[src/rtl/tcam_pkg.sv]
// Shared definitions for the TCAM host-side controller: command opcodes,
// sequencer states and default widths.
package tcam_pkg;

   localparam int TCAM_DW = 16;
   localparam int TCAM_AW = 4;

   localparam logic OP_WRITE  = 1'b0;
   localparam logic OP_LOOKUP = 1'b1;

   typedef enum logic [2:0] {
      ST_IDLE    = 3'd0,
      ST_WRITE   = 3'd1,
      ST_SEARCH  = 3'd2,
      ST_CAPTURE = 3'd3,
      ST_RESP    = 3'd4
   } state_e;

endpackage

[src/rtl/tcam_sat_cnt.sv]
// CW-bit counter that sticks at all-ones; a clear takes priority over an increment.
module tcam_sat_cnt #(
   parameter int CW = 16
) (
   input  logic          clk,
   input  logic          rstN,
   input  logic          inc_i,
   input  logic          clr_i,
   output logic [CW-1:0] cnt_o
);

   logic [CW-1:0] cnt_q, cnt_d;

   always_comb begin
      cnt_d = cnt_q;
      if (clr_i) begin
         cnt_d = '0;
      end else if (inc_i && (cnt_q != {CW{1'b1}})) begin
         cnt_d = cnt_q + CW'(1);
      end
   end

   always_ff @(posedge clk or negedge rstN) begin
      if (!rstN) begin
         cnt_q <= '0;
      end else begin
         cnt_q <= cnt_d;
      end
   end

   assign cnt_o = cnt_q;

endmodule

[src/rtl/tcam_host_ctrl.sv]
// Sequences rule writes and key lookups onto the TCAM strobes, returns the
// registered match on a valid/ready response and keeps occupancy/hit/miss stats.
module tcam_host_ctrl
   import tcam_pkg::*;
#(
   parameter int DW = TCAM_DW,
   parameter int AW = TCAM_AW,
   parameter int CW = 16
) (
   input  logic          clk,
   input  logic          rstN,
   input  logic          cmd_valid,
   output logic          cmd_ready,
   input  logic          cmd_op,
   input  logic [AW-1:0] cmd_addr,
   input  logic [DW-1:0] cmd_data,
   input  logic [DW-1:0] cmd_mask,
   output logic          rsp_valid,
   input  logic          rsp_ready,
   output logic          rsp_hit,
   output logic [DW-1:0] rsp_data,
   output logic          tcam_w_e,
   output logic          tcam_r_e,
   output logic [AW-1:0] tcam_addr,
   output logic [DW-1:0] tcam_data,
   output logic [DW-1:0] tcam_mask,
   input  logic          tcam_match,
   input  logic [DW-1:0] tcam_matched_num,
   input  logic          clear_stats,
   output logic [CW-1:0] hit_cnt,
   output logic [CW-1:0] miss_cnt,
   output logic [AW:0]   rule_cnt
);

   localparam int DEPTH = 2 ** AW;

   state_e          state_q, state_d;
   logic [AW-1:0]   addr_q;
   logic [DW-1:0]   data_q;
   logic [DW-1:0]   mask_q;
   logic [DEPTH-1:0] valid_map_q;
   logic [AW:0]     rule_cnt_q;
   logic            rsp_hit_q;
   logic [DW-1:0]   rsp_data_q;
   logic            accept;
   logic            capture;

   // Strobes decode straight from the state so an async reset kills them at once.
   always_comb begin
      state_d   = state_q;
      cmd_ready = 1'b0;
      rsp_valid = 1'b0;
      tcam_w_e  = 1'b0;
      tcam_r_e  = 1'b0;
      tcam_addr = '0;
      tcam_data = '0;
      tcam_mask = '0;
      case (state_q)
         ST_IDLE: begin
            cmd_ready = 1'b1;
            if (cmd_valid) begin
               state_d = (cmd_op == OP_WRITE) ? ST_WRITE : ST_SEARCH;
            end
         end
         ST_WRITE: begin
            tcam_w_e  = 1'b1;
            tcam_addr = addr_q;
            tcam_data = data_q;
            tcam_mask = mask_q;
            state_d   = ST_IDLE;
         end
         ST_SEARCH: begin
            tcam_r_e  = 1'b1;
            tcam_data = data_q;
            state_d   = ST_CAPTURE;
         end
         ST_CAPTURE: begin
            state_d = ST_RESP;
         end
         ST_RESP: begin
            rsp_valid = 1'b1;
            if (rsp_ready) begin
               state_d = ST_IDLE;
            end
         end
         default: begin
            state_d = ST_IDLE;
         end
      endcase
   end

   assign accept  = cmd_valid && cmd_ready;
   assign capture = (state_q == ST_CAPTURE);

   always_ff @(posedge clk or negedge rstN) begin
      if (!rstN) begin
         state_q     <= ST_IDLE;
         addr_q      <= '0;
         data_q      <= '0;
         mask_q      <= '0;
         valid_map_q <= '0;
         rule_cnt_q  <= '0;
         rsp_hit_q   <= 1'b0;
         rsp_data_q  <= '0;
      end else begin
         state_q <= state_d;
         if (accept) begin
            addr_q <= cmd_addr;
            data_q <= cmd_data;
            mask_q <= cmd_mask;
         end
         // Occupancy counts distinct addresses; a rewrite only refreshes the TCAM.
         if (state_q == ST_WRITE) begin
            valid_map_q[addr_q] <= 1'b1;
            if (!valid_map_q[addr_q]) begin
               rule_cnt_q <= rule_cnt_q + (AW+1)'(1);
            end
         end
         if (capture) begin
            rsp_hit_q  <= tcam_match;
            rsp_data_q <= tcam_matched_num;
         end
      end
   end

   assign rsp_hit  = rsp_hit_q;
   assign rsp_data = rsp_data_q;
   assign rule_cnt = rule_cnt_q;

   tcam_sat_cnt #(.CW(CW)) u_hit_cnt (
      .clk   (clk),
      .rstN  (rstN),
      .inc_i (capture && tcam_match),
      .clr_i (clear_stats),
      .cnt_o (hit_cnt)
   );

   tcam_sat_cnt #(.CW(CW)) u_miss_cnt (
      .clk   (clk),
      .rstN  (rstN),
      .inc_i (capture && !tcam_match),
      .clr_i (clear_stats),
      .cnt_o (miss_cnt)
   );

endmodule
[config.mk]
export PLATFORM = sky130hd
export DESIGN_NAME = tcam_host_ctrl
export DESIGN_NICKNAME = d
export VERILOG_FILES = /design/src/rtl/tcam_pkg.sv /design/src/rtl/tcam_sat_cnt.sv /design/src/rtl/tcam_host_ctrl.sv
export SDC_FILE = /design/constraint.sdc
export NUM_CORES = 1
export LEC_CHECK = 0
export CAP_MARGIN = 5
export CORE_MARGIN = 2
export CORE_UTILIZATION = 52
export DETAILED_ROUTE_END_ITERATION = 10
export GPL_ROUTABILITY_DRIVEN = 0
export PLACE_DENSITY = 0.86
export REMOVE_ABC_BUFFERS = 1
export SYNTH_ARGS = -nofsm -noshare
export SYNTH_HDL_FRONTEND = slang
export SYNTH_SLANG_ARGS = --single-unit
[constraint.sdc]
create_clock -name clk -period 4.5 [get_ports clk]
set_input_delay 0.9 -clock clk [delete_from_list [all_inputs] [get_ports clk]]
set_output_delay 0.9 -clock clk [all_outputs]
set_load 0.005 [all_outputs]
==> impl_metrics.py, run 1 <==
metrics = {
    "run_status": {
        "status": "finished, final reports clean",
    },
    "clock_tree": {
        "clkSinkCount": 109,
        "clk_pin_slew_worst_paths_ns": 0.11,
        "cts_tree": "yes",
        "clock_tree.root_cell": "clkbuf_8",
        "tritoncts_buffers": 9,
        "h_tree_depth_reported_by_cts": 3,
        "worstSkewPairLatency_ns": 0.37,
        "postCtsSetupRepairBufs": 0,
        "post_cts_resize_count": 0,
        "ctsLongestPathBuffers": 2,
        "ctsHoldBuffers": 0,
    },
    "sta": {
        "max_clock_freq_ghz": 0.2801,
        "rsz0062_at_grt": "no",
        "fin_crit_ns": 3.571,
        "final_hold_viol_count": 0,
        "setup_total_negative_slack_ns": 0,
        "clock-skew-final_ns": 0.01275,
        "slew-limit-headroom_pct": 42.54,
        "final_max_slew_viol_count": 0,
        "max_slew.worst_pin.slew_ns": 0.8593,
        "tightest_hold_margin_ns": 0.4641,
        "final.period_utilization_pct": 79.35,
        "timing.final.setup_violations": 0,
        "layout_setup_ws_ns": 0.9294,
    },
    "global_routing": {
        "grt_remaining_overflow": 0,
        "grt_pass1_wl_um": 20700,
        "via_count_of_the_first_global_routing_pass": 4233,
        "grt_usage_pct": 23.10,
        "grt_antenna_before_repair": 0,
        "pin_count_of_the_biggest_net_entering_global_routing": 51,
    },
    "worst_setup_path": {
        "crit_path_end_kind": "output pin",
        "critical_path.startpoint_type": "register",
        "worstPathArrival_ns": 2.67,
        "req_time_crit_path_ns": 3.60,
        "critical_path.max_fanout": 22,
        "criticalPathCategory": "register to output pin",
    },
    "power_and_ir_drop": {
        "swShare_pct": 31.32,
        "power-per-cell-area_nw_per_um2": 526.7,
        "p_clk_share_pct": 14.7,
        "power.ir.vdd_worst_v": 0.0003439,
        "totalPowerFinal_uw": 3716,
        "power_frac_seq_pct": 42.7,
        "pwr-share-comb_pct": 42.6,
        "cell_internal_pwr_uw": 2552,
        "power.static_leakage_uw": 0.002915,
        "p_switching_uw": 1164,
    },
    "detailed_routing": {
        "post_drt_via_cell_ratio": 5.637,
        "met1Wirelength_um": 5064,
        "top_signal_layer_used": "met4",
        "via_count": 4160,
        "routed-wl-met2_um": 6156,
        "postRouteAntennaNets": 0,
        "wire_per_inst_um": 16.62,
        "drt_wl_total_um": 12270,
        "wl_met3_um": 860,
        "drcViolationCount": 0,
        "drt_iter0_drc": 123,
        "drtPass1Iterations": 5,
    },
    "floorplan": {
        "start_util_pct": 53.63,
        "core_area_um2": 9819,
        "fp-row-count": 36,
        "fp.dieH_um": 104.6,
        "dieWidth_um": 104.6,
        "boundaryPins": 153,
        "die_area_um2": 10950,
    },
    "yosys": {
        "ys_async_sr_fraction_pct": 100.0,
        "synthesis.instances": 455,
        "post_synthesis_instance_area_um2": 5266,
        "synthesis.area_per_instance_um2": 11.57,
        "synth_flop_cell": "dfrtp_1",
        "synth.yosys.seq_area_share_pct": 51.79,
        "yosys_warnings": 0,
        "synth.distinct_cells": 54,
        "synth-edff-count": 0,
        "synth.ff_latch_count": 109,
    },
    "placed_design": {
        "io_buffers": 152,
        "detailedPlacementHpwl_um": 8974,
        "detailedPlace.worstSlack_ns": 1.265,
    },
    "cells_and_area": {
        "antenna_cells": 0,
        "final_layout_size_suffix_gt1_share_pct": 18.02,
        "syn2layout_area_growth_pct": 33.97,
        "finish.net_count": 663,
        "post-route-util_pct": 71.85,
    },
    "job": {
        "drv_cap": 0,
    },
    "min_path": {
        "min-delay-path-class": "register to register",
    },
}
## metrics by stage
step | instance area (µm²) | instances
after CTS | 7056 | 738
after global placement | 6883 | 723
final | 7056 | 738
after floorplan | 5160 | 433
after detailed placement | 6883 | 723
after global routing | 7056 | 738
## per-layer routing
| layer | vias to the layer above | GRT usage (%) |
|---|---|---|
| met5 | - | 0 |
| li1 | 1946 | - |
| met1 | 2049 | 29.57 |
| met2 | 151 | 38.84 |
| met3 | 14 | 5.802 |
| met4 | 0 | 7.048 |
## cells in the final DEF, fill, tap and decap left out, types with 6 or more instances in the layout
| master | Yosys | final |
|---|---|---|
| clkdlybuf4s50_1 | 0 | 151 |
| dfrtp_1 | 109 | 109 |
| a21oi_1 | 20 | 20 |
| a211oi_1 | 6 | 6 |
| and2_1 | 38 | 38 |
| a31o_2 | 9 | 9 |
| clkbuf_8 | 0 | 10 |
| buf_4 | 0 | 6 |
| mux2_2 | 67 | 67 |
| o31ai_1 | 10 | 10 |
| nor3_1 | 9 | 9 |
| nand3_1 | 10 | 10 |
| nor2b_1 | 13 | 13 |
| or4_1 | 8 | 8 |
| nor2_1 | 27 | 27 |
| nand4_1 | 11 | 11 |
| nand2_1 | 22 | 22 |
| inv_1 | 12 | 12 |
## worst max-delay path: stages (launching register included)
cell             delay [ns]
dfrtp_1                0.53
or3b_1                 0.46
inv_1                  0.41
nand2_1                0.19
inv_1                  0.17
clkdlybuf4s50_1        0.54
## worst paths after layout
| path | slack, ns | start | end | depth (start not counted) |
|---|---|---|---|---|
| worst max register to register | 2.12 | state_q[0]$_DFFE_PN0P_ | mask_q[5]$_DFFE_PN0P_ | 4 |
| min in group asynchronous | 0.55 | rstN | mask_q[12]$_DFFE_PN0P_ | 1 |
| worst max-delay path | 0.93 | state_q[0]$_DFFE_PN0P_ | tcam_addr[2] | 5 |
| worst min register to register | 0.46 | valid_map_q[1]$_DFFE_PN0P_ | valid_map_q[1]$_DFFE_PN0P_ | 1 |
| worst min-delay path | 0.46 | valid_map_q[1]$_DFFE_PN0P_ | valid_map_q[1]$_DFFE_PN0P_ | 1 |
| max in group asynchronous | 3.09 | rstN | data_q[8]$_DFFE_PN0P_ | 2 |
## Yosys cell counts, drive strengths merged, types with 2 or more instances
| cell type | instances | area, µm² |
|---|---|---|
| a211oi | 6 | 45.04 |
| a21boi | 2 | 15.02 |
| a21o | 3 | 22.52 |
| a21oi | 20 | 100.1 |
| a31o | 9 | 78.83 |
| a31oi | 2 | 18.77 |
| a41o | 2 | 20.02 |
| and2 | 38 | 237.7 |
| and3 | 3 | 18.77 |
| and4 | 4 | 35.03 |
| and4bb | 2 | 25.02 |
| buf | 9 | 57.55 |
| clkbuf | 13 | 48.80 |
| dfrtp | 109 | 2728 |
| ha | 3 | 37.54 |
| inv | 12 | 45.04 |
| mux2 | 68 | 765.7 |
| mux2i | 3 | 30.03 |
| mux4 | 3 | 67.56 |
| nand2 | 22 | 82.58 |
| nand3 | 10 | 50.05 |
| nand3b | 2 | 15.01 |
| nand4 | 13 | 102.6 |
| nor2 | 27 | 101.4 |
| nor2b | 13 | 81.33 |
| nor3 | 10 | 55.05 |
| nor3b | 2 | 15.01 |
| nor4 | 4 | 40.04 |
| o21ai | 3 | 15.01 |
| o311ai | 2 | 17.52 |
| o31ai | 10 | 75.07 |
| o41ai | 2 | 17.52 |
| or4 | 8 | 60.06 |
| xnor2 | 4 | 35.03 |
## sequential cells by signal (all words and copies together), names as in the netlist
name	cells
u_hit_cnt.cnt_o	16
valid_map_q	16
rsp_data	16
u_miss_cnt.cnt_o	16
rsp_hit	1
rule_cnt	5
mask_q	16
addr_q	4
state_q	3
data_q	16
## logic make-up (layout without fill, tap and decap cells)
| logic type | count (synthesis) | in the layout | synth area share (%) |
|---|---|---|---|
| XOR/XNOR | 5 | 5 | 0.8315 |
| flip-flops | 109 | 109 | 51.79 |
| AND/OR/NAND/NOR | 163 | 163 | 18.22 |
| buffers and inverters | 34 | 184 | 2.875 |
| AO/OA/AOI/OAI | 67 | 67 | 9.171 |
| multiplexers | 74 | 74 | 16.39 |
| adder cells (fa/ha/maj) | 3 | 3 | 0.7128 |
## area by class of cell
| cell class | instances | area (µm²) |
|---|---|---|
| clock inverters | 5 | 35.03 |
| clock buffers | 10 | 137.6 |
| repair buffers | 157 | 1556 |
| flip-flops and latches | 109 | 2728 |
| multi-input cells | 312 | 2387 |
| fillers | 741 | 2764 |
| inverters | 12 | 45.04 |
| well taps | 133 | 166.4 |
## power by group through the flow
stage | combinational [µW] | clock, µW | sequential, µW
CTS | 1610 | 559 | 1590
detailed placement | 1600 | 0 | 1610
finish | 1580 | 547 | 1590
global placement | 1550 | 0 | 1580
floorplan | 809 | 0 | 1540
global route | 1720 | 599 | 1640
No activity file was read; power rests on OpenSTA's default activity.
==> run 2, diff against run 1 <==
--- a/config.mk
+++ b/config.mk
@@ -7,10 +7,10 @@
 export LEC_CHECK = 0
 export CAP_MARGIN = 5
 export CORE_MARGIN = 2
-export CORE_UTILIZATION = 52
+export CORE_UTILIZATION = 48
 export DETAILED_ROUTE_END_ITERATION = 10
 export GPL_ROUTABILITY_DRIVEN = 0
-export PLACE_DENSITY = 0.86
+export PLACE_DENSITY = 0.8
 export REMOVE_ABC_BUFFERS = 1
 export SYNTH_ARGS = -nofsm -noshare
 export SYNTH_HDL_FRONTEND = slang
==> constraint.sdc (replaced) <==
create_clock -name clk -period 3.65 [get_ports clk]
set_input_delay 0.73 -clock clk [delete_from_list [all_inputs] [get_ports clk]]
set_output_delay 0.73 -clock clk [all_outputs]
set_load 0.005 [all_outputs]
==> impl_metrics.py, run 2 (same netlist as run 1, synthesis figures left out) <==
metrics = {
    "global_routing": {
        "via_count_of_the_first_global_routing_pass": 3964,
        "grt_remaining_overflow": 0,
        "grt_pass1_wl_um": 19750,
        "pin_count_of_the_biggest_net_entering_global_routing": 64,
        "grt_usage_pct": 21.70,
        "grt_antenna_before_repair": 0,
    },
    "power_and_ir_drop": {
        "power.ir.vdd_worst_v": 0.0004926,
        "power-per-cell-area_nw_per_um2": 664.6,
        "power.static_leakage_uw": 0.002923,
    },
    "sta": {
        "final_max_slew_viol_count": 0,
        "setup_total_negative_slack_ns": 0,
        "max_clock_freq_ghz": 0.2921,
        "max_slew.worst_pin.slew_ns": 0.8617,
        "timing.final.setup_violations": 0,
        "fin_crit_ns": 3.424,
        "final.period_utilization_pct": 93.80,
        "slew-limit-headroom_pct": 42.38,
        "rsz0062_at_grt": "no",
        "final_hold_viol_count": 0,
        "layout_setup_ws_ns": 0.2262,
        "clock-skew-final_ns": 0.009301,
    },
    "placed_design": {
        "io_buffers": 152,
        "placed_cell_area_um2": 6897,
        "detailedPlace.worstSlack_ns": 0.6434,
        "detailedPlacementHpwl_um": 8817,
    },
    "min_path": {
        "min-delay-path-class": "input pin to async pin",
    },
    "worst_setup_path": {
        "timing.rr.start": "addr_q[0]$_DFFE_PN0P_",
        "worst_setup_path_startpoint": "state_q[0]$_DFFE_PN0P_",
        "req_time_crit_path_ns": 2.92,
        "critical_path.max_fanout": 22,
        "rr_endpoint": "rule_cnt[1]$_DFFE_PN0P_",
        "worstPathArrival_ns": 2.69,
        "regToRegSetupSlack_ns": 1.49,
        "criticalPathCategory": "register to output pin",
        "critical_path.startpoint_type": "register",
        "worst_r2r_path_depth": 4,
        "crit_path_end_kind": "output pin",
    },
    "floorplan": {
        "fp-row-count": 38,
        "start_util_pct": 48.79,
        "die_area_um2": 11830,
        "core_area_um2": 10790,
        "boundaryPins": 153,
        "dieWidth_um": 108.7,
        "fp.dieH_um": 108.7,
    },
    "detailed_routing": {
        "drcViolationCount": 0,
        "drt_iter0_drc": 276,
        "postRouteAntennaNets": 0,
        "drtPass1Iterations": 4,
        "wire_per_inst_um": 16.57,
        "post_drt_via_cell_ratio": 5.589,
        "via_count": 4164,
        "drt_wl_total_um": 12340,
    },
    "clock_tree": {
        "worstSkewPairLatency_ns": 0.39,
        "h_tree_depth_reported_by_cts": 3,
        "clk_pin_slew_worst_paths_ns": 0.10,
        "post_cts_resize_count": 0,
        "tritoncts_buffers": 9,
        "cts_tree": "yes",
        "ctsLongestPathBuffers": 2,
        "clock_tree.root_cell": "clkbuf_8",
        "clkSinkCount": 109,
        "postCtsSetupRepairBufs": 0,
        "ctsHoldBuffers": 0,
    },
    "run_status": {
        "status": "finished, final reports clean",
    },
    "cells_and_area": {
        "finish.net_count": 662,
        "layout.cells.most_common_list": "151 x clkdlybuf4s50_1, 109 x dfrtp_1, 67 x mux2_2",
        "antenna_cells": 0,
        "final_layout_size_suffix_gt1_share_pct": 18.02,
        "final_area_um2": 7119,
        "syn2layout_area_growth_pct": 35.19,
        "leading_cell_type_in_the_layout_fill_and_taps_excluded": "clkdlybuf4s50_1",
    },
    "job": {
        "drv_cap": 0,
    },
}
==> run 2: changes by cell type in the layout (fill, tap and decap cells not counted) <==
cell / previous run / this run
buf_12: 0 / 1
inv_6: 2 / 1
clkbuf_8: 10 / 9
bufinv_16: 0 / 2
buf_4: 6 / 4
clkinv_2: 2 / 0
clkinvlp_4: 1 / 4
==> run 2: worst max-delay path, cell delays in order, from the launching register on <==
cell,delay [ns]
dfrtp_1,0.53
or3b_1,0.47
inv_1,0.42
nand2_1,0.19
inv_1,0.17
clkdlybuf4s50_1,0.52
==> run 2: layout make-up <==
type / count / area [µm²]
Clock buffer: 9 / 123.9
Clock inverter: 7 / 98.84
Fill cell: 842 / 3674
Inverter: 12 / 45.04
Multi-Input combinational cell: 312 / 2387
Sequential cell: 109 / 2728
Tap cell: 140 / 175.2
Timing Repair Buffer: 156 / 1562
==> run 2: stage by stage <==
step	hold slack (ns)	utilization (%)	power [µW]	std cells
global placement	0.4354	63.90	3874	729
finish	0.4103	65.96	4732	745
floorplan	0.4224	-	2901	433
detailed placement	0.4486	63.90	3958	729
CTS	0.4526	65.96	4786	745
global route	0.4729	65.96	5032	745
==> run 2: how the worst max path moves through the flow <==
stage | end | slack (ns) | cells after the start
after floorplan | addr_q[1]$_DFFE_PN0P_ | 1.45 | 3
after global placement | tcam_addr[2] | 0.80 | 5
after detailed placement | tcam_addr[2] | 0.64 | 5
after CTS | tcam_addr[2] | 0.21 | 5
after global routing | tcam_addr[2] | 0.04 | 5
final | tcam_addr[2] | 0.23 | 5
==> run 2: per-layer routing <==
layer | global-route usage (%) | part of all wire [%] | wire, µm | vias to the layer above
met5 | 0 | 0 | 0 | -
met4 | 6.960 | 2.0 | 253 | 0
met3 | 7.830 | 6.8 | 845 | 24
met2 | 36.34 | 51 | 6257 | 120
met1 | 26.13 | 40 | 4985 | 2080
li1 | - | - | - | 1940
==> run 2: report_power, final <==
group / internal, µW / switching [µW] / leakage, µW
sequential: 1640 / 313 / 0.00136
clock: 388 / 429 / 0.0000981
combinational: 1250 / 714 / 0.00146
total: 3270 / 1460 / 0.00292
